$ cat config.mk
export PLATFORM = sky130hd
export DESIGN_NAME = fwd_hazard_unit
export DESIGN_NICKNAME = d
export VERILOG_FILES = /design/src/rtl/fwd_hazard_unit.sv
export SDC_FILE = /design/constraint.sdc
export NUM_CORES = 1
export LEC_CHECK = 0
export CORE_ASPECT_RATIO = 1.5
export CORE_MARGIN = 2
export CORE_UTILIZATION = 37
export CTS_CLUSTER_SIZE = 40
export DETAILED_ROUTE_END_ITERATION = 10
export PLACE_DENSITY_LB_ADDON = 0.05
export SKIP_CTS_REPAIR_TIMING = 1
export SLEW_MARGIN = 20
export SYNTH_ARGS = -nofsm -noshare
export SYNTH_HDL_FRONTEND = slang
export SYNTH_SLANG_ARGS = --single-unit
$ cat constraint.sdc
create_clock -name clk -period 2.1 [get_ports clk]
set_input_delay 0.315 -clock clk [delete_from_list [all_inputs] [get_ports clk]]
set_output_delay 0.315 -clock clk [all_outputs]
set_load 0.05 [all_outputs]
$ cat src/rtl/fwd_hazard_unit.sv
// -----------------------------------------------------------------------------
// fwd_hazard_unit
//
// Purpose:
//   Operand-forwarding select and pipeline-stall generation for an in-order
//   pipeline that also has one multi-cycle functional unit (mul/div).
//   * Forwarding: for every EX source operand, pick the youngest later stage
//     that is writing the register the operand reads.
//   * Load-use: when a load in EX feeds a source that the ID instruction reads,
//     stall ID for the single cycle it takes the load to leave EX.
//   * Multi-cycle scoreboard: while a mul/div is outstanding, stall any ID
//     instruction that reads (RAW) or writes (WAW) its destination, up to and
//     including the write-back cycle.
//
// Ports:
//   clk, rst_n          clock (rising edge), asynchronous active-low reset
//   i_ex_rs             EX source addresses, source i at [i*RA_W +: RA_W]
//   i_id_rs             ID source addresses, same packing
//   i_id_rs_used        bit i set when the ID instruction reads source i
//   i_id_rd, i_id_we    ID destination and its write enable
//   i_stage_rd          destination per forwarding stage (0 = youngest)
//   i_stage_we          register-write enable per forwarding stage
//   i_ex_is_load,
//   i_ex_rd             EX instruction is a load, and its destination
//   i_mc_start          one-cycle issue pulse for a multi-cycle op
//   i_mc_rd, i_mc_lat   destination and latency of the issuing op
//   o_fwd_sel           per EX source: 0 = register file, k = stage k-1
//   o_stall_id          hold PC and IF/ID
//   o_bubble_ex         insert a NOP into ID/EX (always equals o_stall_id)
//   o_mc_busy           multi-cycle op outstanding
//   o_mc_wb             one-cycle pulse on the write-back cycle
//   o_mc_err            sticky: an issue arrived while busy
//   o_dbg_state         current scoreboard FSM state (0 = IDLE, 1 = BUSY)
//
// Handshake: i_mc_start is a request and ~o_mc_busy is its ready. A request is
// accepted only on a cycle where o_mc_busy is low; a request while o_mc_busy is
// high (including the o_mc_wb cycle) is dropped and flagged on o_mc_err.
// -----------------------------------------------------------------------------
module fwd_hazard_unit #(
    parameter  int NUM_SRC    = 2,
    parameter  int FWD_STAGES = 2,
    parameter  int RA_W       = 5,
    parameter  int LAT_W      = 4,
    localparam int SEL_W      = $clog2(FWD_STAGES + 1)
) (
    input  logic                       clk,
    input  logic                       rst_n,
    input  logic [NUM_SRC*RA_W-1:0]    i_ex_rs,
    input  logic [NUM_SRC*RA_W-1:0]    i_id_rs,
    input  logic [NUM_SRC-1:0]         i_id_rs_used,
    input  logic [RA_W-1:0]            i_id_rd,
    input  logic                       i_id_we,
    input  logic [FWD_STAGES*RA_W-1:0] i_stage_rd,
    input  logic [FWD_STAGES-1:0]      i_stage_we,
    input  logic                       i_ex_is_load,
    input  logic [RA_W-1:0]            i_ex_rd,
    input  logic                       i_mc_start,
    input  logic [RA_W-1:0]            i_mc_rd,
    input  logic [LAT_W-1:0]           i_mc_lat,
    output logic [NUM_SRC*SEL_W-1:0]   o_fwd_sel,
    output logic                       o_stall_id,
    output logic                       o_bubble_ex,
    output logic                       o_mc_busy,
    output logic                       o_mc_wb,
    output logic                       o_mc_err,
    output logic [0:0]                 o_dbg_state
);

    localparam logic [0:0] ST_IDLE = 1'b0;
    localparam logic [0:0] ST_BUSY = 1'b1;

    // -------------------------------------------------------------------------
    // Registers
    // -------------------------------------------------------------------------
    logic [0:0]       r_state;
    logic [LAT_W-1:0] r_cnt;
    logic [RA_W-1:0]  r_pend_rd;
    logic             r_err;

    // -------------------------------------------------------------------------
    // Wires
    // -------------------------------------------------------------------------
    logic [NUM_SRC*SEL_W-1:0] w_fwd_sel;
    logic                     w_load_use;
    logic                     w_mc_raw;
    logic                     w_mc_waw;
    logic                     w_mc_stall;
    logic                     w_busy;
    logic                     w_last;
    logic [LAT_W-1:0]         w_lat_eff;

    // -------------------------------------------------------------------------
    // Forwarding select
    // Stages are scanned oldest to youngest so the youngest matching stage is
    // the last writer and therefore wins. A matching stage must have a non-zero
    // destination, which also keeps source r0 from ever forwarding.
    // -------------------------------------------------------------------------
    always_comb begin
        w_fwd_sel = '0;
        for (int i = 0; i < NUM_SRC; i++) begin
            for (int k = FWD_STAGES - 1; k >= 0; k--) begin
                if (i_stage_we[k] &&
                    (i_stage_rd[k*RA_W +: RA_W] != '0) &&
                    (i_stage_rd[k*RA_W +: RA_W] == i_ex_rs[i*RA_W +: RA_W])) begin
                    w_fwd_sel[i*SEL_W +: SEL_W] = SEL_W'(k + 1);
                end
            end
        end
    end

    assign o_fwd_sel = w_fwd_sel;

    // -------------------------------------------------------------------------
    // Load-use hazard
    // A load's data is not forwardable until it leaves EX, so an ID consumer
    // waits exactly one cycle. A zero load destination never stalls.
    // -------------------------------------------------------------------------
    always_comb begin
        w_load_use = 1'b0;
        if (i_ex_is_load && (i_ex_rd != '0)) begin
            for (int i = 0; i < NUM_SRC; i++) begin
                if (i_id_rs_used[i] && (i_id_rs[i*RA_W +: RA_W] == i_ex_rd)) begin
                    w_load_use = 1'b1;
                end
            end
        end
    end

    // -------------------------------------------------------------------------
    // Multi-cycle scoreboard hazards
    // The stall is held through the write-back cycle itself because the result
    // only reaches the register file at the end of that cycle.
    // -------------------------------------------------------------------------
    assign w_busy = (r_state == ST_BUSY);
    assign w_last = w_busy && (r_cnt == LAT_W'(1));

    always_comb begin
        w_mc_raw = 1'b0;
        for (int i = 0; i < NUM_SRC; i++) begin
            if (i_id_rs_used[i] && (i_id_rs[i*RA_W +: RA_W] == r_pend_rd)) begin
                w_mc_raw = 1'b1;
            end
        end
    end

    assign w_mc_waw   = i_id_we && (i_id_rd == r_pend_rd);
    assign w_mc_stall = w_busy && (r_pend_rd != '0) && (w_mc_raw || w_mc_waw);

    assign o_stall_id  = w_load_use || w_mc_stall;
    assign o_bubble_ex = w_load_use || w_mc_stall;

    // -------------------------------------------------------------------------
    // Scoreboard FSM
    // A zero latency is promoted to one so every accepted op produces exactly
    // one write-back pulse.
    // -------------------------------------------------------------------------
    assign w_lat_eff = (i_mc_lat == '0) ? LAT_W'(1) : i_mc_lat;

    always_ff @(posedge clk or negedge rst_n) begin
        if (!rst_n) begin
            r_state   <= ST_IDLE;
            r_cnt     <= '0;
            r_pend_rd <= '0;
        end else begin
            case (r_state)
                ST_IDLE: begin
                    if (i_mc_start) begin
                        r_state   <= ST_BUSY;
                        r_cnt     <= w_lat_eff;
                        r_pend_rd <= i_mc_rd;
                    end
                end
                ST_BUSY: begin
                    // Any issue while busy is dropped; only the countdown runs.
                    if (w_last) begin
                        r_state   <= ST_IDLE;
                        r_cnt     <= '0;
                        r_pend_rd <= '0;
                    end else begin
                        r_cnt <= r_cnt - LAT_W'(1);
                    end
                end
                default: begin
                    r_state   <= ST_IDLE;
                    r_cnt     <= '0;
                    r_pend_rd <= '0;
                end
            endcase
        end
    end

    // Sticky protocol-error flag: cleared only by reset.
    always_ff @(posedge clk or negedge rst_n) begin
        if (!rst_n) begin
            r_err <= 1'b0;
        end else if (w_busy && i_mc_start) begin
            r_err <= 1'b1;
        end
    end

    assign o_mc_busy   = w_busy;
    assign o_mc_wb     = w_last;
    assign o_mc_err    = r_err;
    assign o_dbg_state = r_state;

endmodule

; ---- After elaboration in Yosys (flattened, before gate mapping)
; Cells that the tools add are included.
[totals]
output_inout_bits = 10
ff_bits = 11
wordCells = 61
in_bits = 58
[classes]
n_reduce_logical = 24
eq_ne = 12
n_bitwise = 1
muxes = 19
addsub = 1
[op_table]
columns = operator, n
row1 = $eq A5 B5 Y1, 9
row2 = $reduce_bool A5 Y1, 4
row3 = $logic_and A1 B1 Y1, 16
row4 = $mux W4, 3
row5 = $mux W5, 2
row6 = $pmux W5 S2, 1
row7 = $mux W2, 4
row8 = $pmux W4 S2, 1
row9 = $mux W1, 7
row10 = $eq A4 B1 Y1 const B, 1
row11 = $logic_not A4 Y1, 1
row12 = $ne A2 B2 Y1 const B, 2
row13 = $sub A4 B1 Y4 const B, 1
row14 = $logic_or A1 B1 Y1, 2
row15 = $pmux W1 S2, 1
row16 = $reduce_and A2 Y1, 1
row17 = $not A1 Y1, 1

; ---- Longest topological paths before layout
; Gate-level depths: netlist (run 1).
[depth]
word_depth = 7
mapped_depth = 6
depth_no_buf = 6

; ---- Least setup slack after synthesis (run 1)
; Ideal clock, no wire load.
[synth_timing]
path_kind = in2out
startpoint = input i_stage_rd[4]
endpoint = output o_fwd_sel[1]
t_required_ps = 1785
path_buffers = 0
path_slack_ps = -895
cell_stages = 4
arrival_time_ps = 2680
path_cell_list = xnor2_1 > nand3_1 > nor4_1 > nor4_2
[synth_via]
elab_chain_len = 4
elab_cells_between_ends = 5
cone_classes = eq/ne: 1 / mux: 1 / reduce/logical: 3
[synth_lines]
columns = item, line_no
row1 = "start, declared", 53  ; input logic [FWD_STAGES*RA_W-1:0] i_stage_rd,
row2 = $reduce_bool A5 Y1, 103  ; (i_stage_rd[k*RA_W +: RA_W] != '0) &&
row3 = $logic_and A1 B1 Y1, 102  ; if (i_stage_we[k] &&
row4 = $logic_and A1 B1 Y1 (*), 103
row5 = $mux W2 (*), 102
row6 = "end, declared", 60  ; output logic [NUM_SRC*SEL_W-1:0] o_fwd_sel,
; Mark *: on every way between the ends. The rest lies on a longest branch, timed or not.

; ---- Final worst setup path (run 1)
[layout_timing]
startpoint = input i_ex_rd[3]
endpoint = output o_stall_id
[layout_via]
elab_chain_len = 6
elab_cells_between_ends = 10
cone_classes = eq/ne: 2 / mux: 3 / reduce/logical: 5
[layout_lines]
columns = item, line_no
row1 = "start, declared", 56  ; input logic [RA_W-1:0] i_ex_rd,
row2 = $eq A5 B5 Y1, 122  ; if (i_id_rs_used[i] && (i_id_rs[i*RA_W +: RA_W] == i_ex_rd)) begin
row3 = $logic_and A1 B1 Y1, 122
row4 = $mux W1 (2 in series), 122
row5 = $mux W1 (*), 120  ; if (i_ex_is_load && (i_ex_rd != '0)) begin
row6 = $logic_or A1 B1 Y1 (*), 149  ; assign o_stall_id = w_load_use || w_mc_stall;
row7 = "end, declared", 61  ; output logic o_stall_id,
; Marked as above.

==> metrics.txt, run 1 <==
status complete, but fails checks; failing checks setup timing; distinct cell type count after synthesis 28; final worst slack -84.4 ps; Final setup viols 3; #FFs+latches synth 11; NumNets Final between 200 and 300; worst path arrival time 1870 ps; number of buffers inserted during clock tree synthesis 3; Leakage about 1.1 nW; gr ovfl total 0; I/O pins 68; largest cells by area after synthesis xor2_1 (26%), dfrtp_1 (24%), xnor2_1 (8.5%); post-synthesis instance area ~1100 sq um; critical path, cell by cell clkdlybuf4s50_1 -> or4_1 -> o21ai_0 -> buf_4 -> o22ai_4 -> buf_12; diode count 0; clock slew at reported path FFs about 50 ps; CP endpoint kind output port; clock latency on the worst-skew pair 240 ps; drt first pass iters 4; Die W ~49 microns; total power 0.00141 W; Multi-input gate area 908 sq um; Critical Path Start Type primary input; Slowest-stage cell, CP or4_1; Final Util roughly 77%; TritonCTS clock tree yes; Crit path buffers/inverters 3; period utilization 104%; worst hold-check path type in2async; maximum VDD drop approximately 0.84 mV; layout cell share with drive strength beyond 1 between 20% and 30%; sequential-to-total area share from yosys stat approximately a quarter; via-per-instance ratio ~5; synthesized instance count 132; first-pass GRT wire length between 6000 and 7000 microns; Tmin final between 2000 and 2500 ps; Starting Density 38.7%; top-area cell type share of the netlist area roughly a quarter; H-tree Lvls 1; max_cap viols 0; Die Ht roughly 70 microns; gpl congestion between 0.9 and 1; most common flop cell mapped by yosys dfrtp_1; Final Hold Violating Endpoints 0; P&R area growth vs syn 99.7%; CTS sink cnt 11; FF/Latch Area between 200 and 300 sq um; Post-synth EDFFs 0; Slew headroom roughly two thirds; initial antenna violation count 0; post-route ant nets 0; fmax around 460 MHz; post-synth top area cell xor2_1; CP max stage delay around 500 ps; total track usage 23.3%; Ys Warns 0; RSZ-0062 raised after global routing true; Slew @ Worst Pin around 520 ps; syn_nets ~190; Fill cells 209; CTS Buffer Depth 2; number of buffers added on ports 67; Synth async-reset ratio 100%; drt wl/cell ~15 microns; die area around 3500 sq um; Crit Path Class in2out; routed via count between 1k and 1.5k; Core Area between 2000 and 3000 sq um; Slew Viols, Final 0; clock root cell clkbuf_8; WP data required approximately 1800 ps; vias in the first global route ~1.4k; hpwl dp about 3300 microns; synthesized area per cell approximately 8.5 sq um; Crit path max-delay family buffers and inverters; DRC viols 0; Clock Skews approximately 3 ps; cell row count 24; Max FO, Critical Path 3; Starting DRT DRC Count 21; largest net degree at the start of global routing 14; PwrDens 628 nW/um^2; final wirelength about 3900 microns
## worst register-to-register path, delay by kind of cell, from the launching register on
| family | cells | cell delay, ps |
|---|---|---|
| AO/OA/AOI/OAI | 2 | 480 |
| flip-flops | 1 | 410 |
| AND/OR/NAND/NOR | 1 | 410 |
## registers in the layout, summed over array words and instances, names as in the netlist
| register | cells |
|---|---|
| r_cnt | 4 |
| r_pend_rd | 5 |
| o_mc_err | 1 |
| o_dbg_state | 1 |
## layer usage
layer / wire, microns / track usage (%) / up-vias
met2: 2170 / 43.4 / 41
li1: - / - / 640
met1: 1560 / 26.4 / 599
met5: 0 / 0 / -
met4: 84 / 9.21 / 0
met3: 117 / 2.71 / 8
## cell type report
type / instances / share of cell area, %
Sequential cell: 11 / 12.5
Clock buffer: 3 / 1.83
Timing Repair Buffer: 91 / 42.6
Clock inverter: 1 / 0.222
Inverter: 2 / 0.334
Tap cell: 39 / 2.17
Multi-Input combinational cell: 113 / 40.4
## power by group
group	total [W]	internal, W	switching, W
Combinational	0.000786	0.000405	0.000381
Clock	0.000210	0.000130	0.0000799
Sequential	0.000417	0.000299	0.000118
Total	0.00141	0.000834	0.000579
## cells in the final DEF, fill, tap and decap left out, types with 3 or more instances in the layout
master,n
xor2_1,34
clkdlybuf4s50_1,30
dlymetal6s2s_1,27
buf_4,25
nand2_1,13
xnor2_1,11
o21ai_0,8
dfrtp_1,6
nand3_1,5
dfrtp_2,5
buf_12,5
nor2_1,4
nor4_1,4
nor4_4,4
or4_1,3
or4_4,3
clkbuf_8,3
## metrics by stage
stage	worst slack (ps)	hold WS, ps	cell area, sq um	setup TNS, ps	std cells
floorplan	9.61	19.4	1190	0	132
global placement	-320	442	2100	-947	256
detailed placement	-384	459	2100	-1220	256
CTS	-384	428	2150	-1230	260
global route	-194	440	2250	-467	260
finish	-84.4	420	2250	-172	260
## synthesized netlist by cell type (2+ instances only)
cell / number
xor2_1: 34
nand2_1: 13
dfrtp_1: 11
xnor2_1: 11
o21ai_0: 8
nor4_1: 7
nand3_1: 5
or4_1: 5
clkbuf_1: 4
nor2_1: 4
and3_1: 3
o22ai_1: 3
a21o_1: 2
a221o_1: 2
buf_4: 2
ha_1: 2
inv_1: 2
mux2i_1: 2
nor3_1: 2
nor4_2: 2
## kinds of logic (layout without fill, tap and decap cells)
group           count (synthesis)  in the layout  share of synthesized area, %
flops                          11             11                          24.4
compound gates                 18             18                          10.1
fa+ha+maj                       2              2                          2.22
buf+inv                         8             97                          3.33
mux                             2              2                          1.78
simple gates                   46             46                          23.2
xor+xnor                       45             45                          35.0
## final timing paths
path,start,slack (ps),to,cells after the start
worst max-delay path,i_ex_rd[3],-80,o_stall_id,6
worst min-delay path,rst_n,420,r_cnt[2]$_DFFE_PN0P_,1
worst max register to register,r_cnt[0]$_DFFE_PN0P_,690,r_cnt[3]$_DFFE_PN0P_,3
worst min register to register,o_mc_err$_DFFE_PN0P_,460,o_mc_err$_DFFE_PN0P_,1
max in group asynchronous,rst_n,1310,r_pend_rd[0]$_DFFE_PN0P_,1
min in group clk,o_mc_err$_DFFE_PN0P_,460,o_mc_err$_DFFE_PN0P_,1
Note: power is estimated with default switching activity, not from simulation.
==> run 2, diff against run 1 <==
CORE_MARGIN = 1   (was 2)
GPL_TIMING_DRIVEN = 0   (was not set)
MAX_ROUTING_LAYER = met4   (was not set)
==> metrics.txt, run 2 (synthesis gave the netlist of run 1 again) <==
worst reg2reg setup slack 700 ps (about the same); die area 3280 sq um (-6.8%); Crit path max-delay family buffers and inverters; final wirelength 3520 microns (-10%); Reg power frac 29.7% (+0.2 points); vias in the first global route 1312 (-7.7%); fmax 454 MHz (-0.75%); layout cell share with drive strength beyond 1 19.0% (-5.9 points); clock latency on the worst-skew pair 230 ps (about the same); Core Area 2910 sq um (unchanged); Sw Share 41.5% (+0.57 points); Tmin final 2200 ps (+16.6 ps); Final setup viols 3 (unchanged); gpl congestion 0.792 (-14%); max_cap viols 0 (unchanged); period utilization 105% (+0.79 points); CTS Buffer Depth 2 (unchanged); Crit path buffers/inverters 3 (unchanged); Slowest-stage cell, CP or4_1; dpl cell area 1900 sq um (-9.8%); status complete, but fails checks; Die Ht 69.6 microns (-2.8%); I/O pins 68 (unchanged); gr ovfl total 0 (unchanged); via-per-instance ratio 5.05 (+2.0%); largest net degree at the start of global routing 12 (-2); clock slew at reported path FFs 50 ps (about the same); initial antenna violation count 0 (unchanged); first-pass GRT wire length 5510 microns (-14%); CP max stage delay 560 ps (+60 ps); NumNets Final 266 (-5.7%); commonest non-fill, non-tap cell in the layout clkdlybuf4s50_1; P&R area growth vs syn 85.0%; crit path to o_stall_id; FF/Latch Area 282 sq um (unchanged); combinational power share 55.4% (-0.2 points); number of buffers inserted during clock tree synthesis 3 (unchanged); maximum VDD drop 0.662 mV (-21%); Critical Path Start Type primary input; Leakage 0.991 nW (-13%); routed via count 1233 (-4.3%); P_int 0.000814 W (-2.4%); Max FO, Critical Path 3 (unchanged); Starting DRT DRC Count 17 (-19%); CTS sink cnt 11 (unchanged); commonest non-fill, non-tap cells in the layout clkdlybuf4s50_1 (35), xor2_1 (33), dlymetal6s2s_1 (21); critical path depth 6 (unchanged); setup tns final -214 ps (-42.2 ps); most flop-heavy register r_pend_rd; DRC viols 0 (unchanged); Reg2Reg Depth 3 (unchanged); drt wl/cell 14.4 microns (-4.5%); TritonCTS clock tree yes; total track usage 23.3% (+0.066 points); part of the power in the clock network 14.9% (about the same); Switching Power 0.000578 W (-0.10%); WP data required 1780 ps (about the same); PwrDens 668 nW/um^2 (+6.3%); Clock Skews 1.77 ps (-1.29 ps); final worst slack -101 ps (-16.6 ps); Fill cells 232 (+11%); RSZ-0062 raised after global routing true; Slew Viols, Final 0 (unchanged); Die W 47.1 microns (-4.1%); cell row count 24 (unchanged); Crit Path Class in2out; Multi-input gate area 926 sq um (+1.9%); critical path, cell by cell clkdlybuf4s50_1 -> or4_1 -> o21ai_2 -> o22ai_4 -> buf_6 -> buf_8; Slew headroom 66.2% (+0.68 points); drt first pass iters 4 (unchanged); Final Hold Violating Endpoints 0 (unchanged); number of buffers added on ports 66 (-1.5%); worst path arrival time 1890 ps (+20 ps); H-tree Lvls 1 (unchanged); Largest register FFs 5 (unchanged); CP endpoint kind output port; worst hold-check path type in2async; Starting Density 38.7% (unchanged); biggest regs r_pend_rd (5), r_cnt (4); Final Util 71.6% (-5.7 points); worst r2r src r_cnt[0]$_DFFE_PN0P_; clock root cell clkbuf_8; Slew @ Worst Pin 505 ps (-10.2 ps); post-route ant nets 0 (unchanged); failing checks setup timing; Critical Path Source i_ex_rd[1]; FF-to-FF End r_cnt[3]$_DFFE_PN0P_; hpwl dp 2810 microns (-14%); final instance area 2090 sq um (-7.3%); diode count 0 (unchanged)
run 2: cell count changes in the layout (fill, tap and decap cells not counted), moves of 2 or more:
| cell | previous run | this run |
|---|---|---|
| buf_12 | 5 | 0 |
| buf_4 | 25 | 6 |
| buf_6 | 2 | 6 |
| buf_8 | 0 | 2 |
| clkbuf_1 | 0 | 4 |
| clkdlybuf4s50_1 | 30 | 35 |
| dlymetal6s2s_1 | 27 | 21 |
| nor4_1 | 4 | 2 |
| nor4_2 | 1 | 3 |
| o21ai_0 | 8 | 6 |
run 2: worst min-delay path by stage:
stage | slack (ps) | to | cells past startpoint
4_1_cts | 420 | r_cnt[0]$_DFFE_PN0P_ | 1
2_1_floorplan | 20 | o_dbg_state$_DFF_PN0_ | 0
5_1_grt | 460 | r_cnt[0]$_DFFE_PN0P_ | 1
3_5_place_dp | 450 | o_mc_err$_DFFE_PN0P_ | 1
6_report | 420 | r_cnt[0]$_DFFE_PN0P_ | 1
3_3_place_gp | 440 | o_mc_err$_DFFE_PN0P_ | 1
run 2: power by group through the flow:
stage	clock (W)	combinational, W	sequential, W
6_report	0.000207	0.000771	0.000414
5_1_grt	0.000225	0.000849	0.000430
4_1_cts	0.000215	0.000743	0.000399
3_5_place_dp	0	0.000738	0.000401
3_3_place_gp	0	0.000716	0.000399
2_1_floorplan	0	0.000472	0.000392
run 2: routing by layer:
layer / wire length, microns / GRT usage, %
met4: 91 / 10.2
met3: 173 / 2.60
met2: 1940 / 41.8
met5: 0 / -
met1: 1320 / 23.5
run 2: layout make-up:
class / instances / share of cell area [%]
multi-input cells: 113 / 44.4
repair buffers: 70 / 35.8
flip-flops and latches: 11 / 13.5
well taps: 39 / 2.34
clock buffers: 4 / 2.16
plain buffers: 5 / 1.44
inverters: 2 / 0.360
run 2: through the flow:
stage | hold WS, ps | setup WS (ps) | cells | power, W
3_5_place_dp | 446 | -1000 | 237 | 0.00114
5_1_grt | 456 | -195 | 244 | 0.00150
2_1_floorplan | 19.4 | 9.61 | 132 | 0.000864
4_1_cts | 424 | -1010 | 241 | 0.00136
3_3_place_gp | 440 | -980 | 237 | 0.00111
6_report | 419 | -101 | 244 | 0.00139
==> run 3, diff against run 2 <==
CELL_PAD_IN_SITES_DETAIL_PLACEMENT = 1   (was not set)
CELL_PAD_IN_SITES_GLOBAL_PLACEMENT = 2   (was not set)
CORE_UTILIZATION = 20   (was 37)
SKIP_CTS_REPAIR_TIMING = not set   (was 1)
==> metrics.txt, run 3 (synthesis gave the netlist of run 1 again) <==
status complete, but fails checks; failing checks setup timing; Final Util 37.5% (-34 points); first-pass GRT wire length 6740 microns (+22%); largest net degree at the start of global routing 14 (+2); clock latency on the worst-skew pair 240 ps (about the same); H-tree Lvls 1 (unchanged); Critical Path Start Type primary input; diode count 0 (unchanged); commonest non-fill, non-tap cells in the layout xor2_1 (34), clkdlybuf4s50_1 (26), dlygate4sd2_1 (16); drt first pass iters 2 (-2); WP data required 1780 ps (about the same); CTS Buffer Depth 2 (unchanged); vias in the first global route 1363 (+3.9%); Leakage 0.884 nW (-11%); CTS sink cnt 11 (unchanged); Slew headroom 65.9% (-0.29 points); fmax 458 MHz (+0.91%); P&R area growth vs syn 81.2%; clock root cell clkbuf_8; Starting DRT DRC Count 22 (+5); Clock Skews 2.19 ps (+0.413 ps); Reg2Reg Depth 3 (unchanged); routed via count 1242 (+0.73%); Die W 63.3 microns (+34%); period utilization 104% (-0.94 points); Tmin final 2180 ps (-19.8 ps); NumNets Final 269 (+1.1%); total power 0.00141 W (+1.6%); worst hold-check path type in2async; Switching Power 0.000591 W (+2.2%); PwrDens 692 nW/um^2 (+3.7%); FF/Latch Area 283 sq um (+0.44%); worst path arrival time 1870 ps (-20 ps); part of the power in the clock network 14.8% (about the same); Slew @ Worst Pin 509 ps (+4.38 ps); dpl cell area 1940 sq um (+2.0%); Fill cells 644 (+180%); max_cap viols 0 (unchanged); Largest register FFs 5 (unchanged); placed insts 268 (+13%); Core Area 5450 sq um (+87%); die area 5950 sq um (+82%); biggest regs r_pend_rd (5), r_cnt (4); Multi-input gate area 911 sq um (-1.6%); Sw Share 41.8% (+0.25 points); layout cell share with drive strength beyond 1 23.1% (+4.1 points); Slew Viols, Final 0 (unchanged); Die Ht 94.0 microns (+35%); Critical Path Source i_id_rd[4]; Max FO, Critical Path 2 (-1); total track usage 14.7% (-8.6 points); hpwl dp 3240 microns (+15%); commonest non-fill, non-tap cell in the layout xor2_1; TritonCTS clock tree yes; number of buffers added on ports 66 (unchanged); Reg power frac 29.8% (about the same); post-route ant nets 0 (unchanged); final instance area 2040 sq um (-2.0%); final wirelength 4050 microns (+15%); CP endpoint kind output port; final worst slack -81.2 ps (+19.8 ps); gr ovfl total 0 (unchanged); most flop-heavy register r_pend_rd; P_int 0.000823 W (+1.2%); gpl congestion 0.762 (-3.7%); Crit Path Class in2out; hold slack 421 ps (+2.07 ps); drt wl/cell 14.6 microns (+0.88%); maximum VDD drop 0.521 mV (-21%); number of buffers inserted during clock tree synthesis 3 (unchanged); clock slew at reported path FFs 50 ps (about the same); Final setup viols 2 (-1); I/O pins 68 (unchanged); Finished Layout Cells 278 (+14%); via-per-instance ratio 4.47 (-12%); combinational power share 55.3% (about the same); initial antenna violation count 0 (unchanged); DRC viols 0 (unchanged); cell row count 33 (+38%); Final Hold Violating Endpoints 0 (unchanged); RSZ-0062 raised after global routing true; worst r2r src r_cnt[0]$_DFFE_PN0P_; Starting Density 20.7% (-18 points)
-- run 3: changes by cell type in the layout (fill, tap and decap cells not counted), sizes merged --
cell,delta
clkdlybuf4s50,-9
dlymetal6s2s,-16
buf,+6
clkdlybuf4s15,+3
clkbuf,+3
dlygate4sd2,+16
-- run 3: area by class of cell --
class / count / share of cell area [%]
Tap cell: 70 / 4.29
Clock buffer: 4 / 2.20
Sequential cell: 11 / 13.8
Inverter: 2 / 0.367
Timing Repair Buffer: 73 / 33.3
Buffer: 5 / 1.47
Multi-Input combinational cell: 113 / 44.6
-- run 3: path summary, 6_finish.rpt --
check	slack, ps	end
max	-80	o_stall_id
min	420	r_cnt[1]$_DFFE_PN0P_
max reg2reg	690	r_cnt[3]$_DFFE_PN0P_
min reg2reg	470	o_mc_err$_DFFE_PN0P_
max in group asynchronous	1310	r_pend_rd[4]$_DFFE_PN0P_
min in group clk	470	o_mc_err$_DFFE_PN0P_
-- run 3: critical path, stage by stage --
cell	delay [ps]
clkdlybuf4s50_1	410
xor2_1	140
nor4_1	260
nand3_1	140
and3_4	180
o22ai_4	160
buf_6	120
buf_8	130
-- run 3: stage by stage --
stage | setup WS [ps] | TNS, ps
floorplan | 9.61 | 0
finish | -81.2 | -137
detailed placement | -1040 | -5450
CTS | -112 | -202
global placement | -1020 | -5290
global route | -217 | -411
-- run 3: per-layer routing --
| metal | part of all wire [%] | track usage (%) | vias up |
|---|---|---|---|
| met2 | 52 | 26.1 | 41 |
| met3 | 5.1 | 1.82 | 5 |
| met4 | 1.2 | 4.55 | 0 |
| met1 | 42 | 17.2 | 582 |
| li1 | - | - | 614 |
| met5 | 0 | - | - |
-- run 3: timing repair --
item	in CTS	in global routing
gates resized for setup	100	26
pin swaps	16	13
endpoints found under the setup margin	7	7
setup buffers	3	4
hold buffers	0	0
-- run 3: power by group through the flow --
stage | registers (W) | logic (W) | clock network (W)
2_1_floorplan | 0.000392 | 0.000472 | 0
3_3_place_gp | 0.000406 | 0.000737 | 0
3_5_place_dp | 0.000409 | 0.000760 | 0
4_1_cts | 0.000425 | 0.000756 | 0.000219
5_1_grt | 0.000442 | 0.000867 | 0.000232
6_report | 0.000422 | 0.000783 | 0.000210
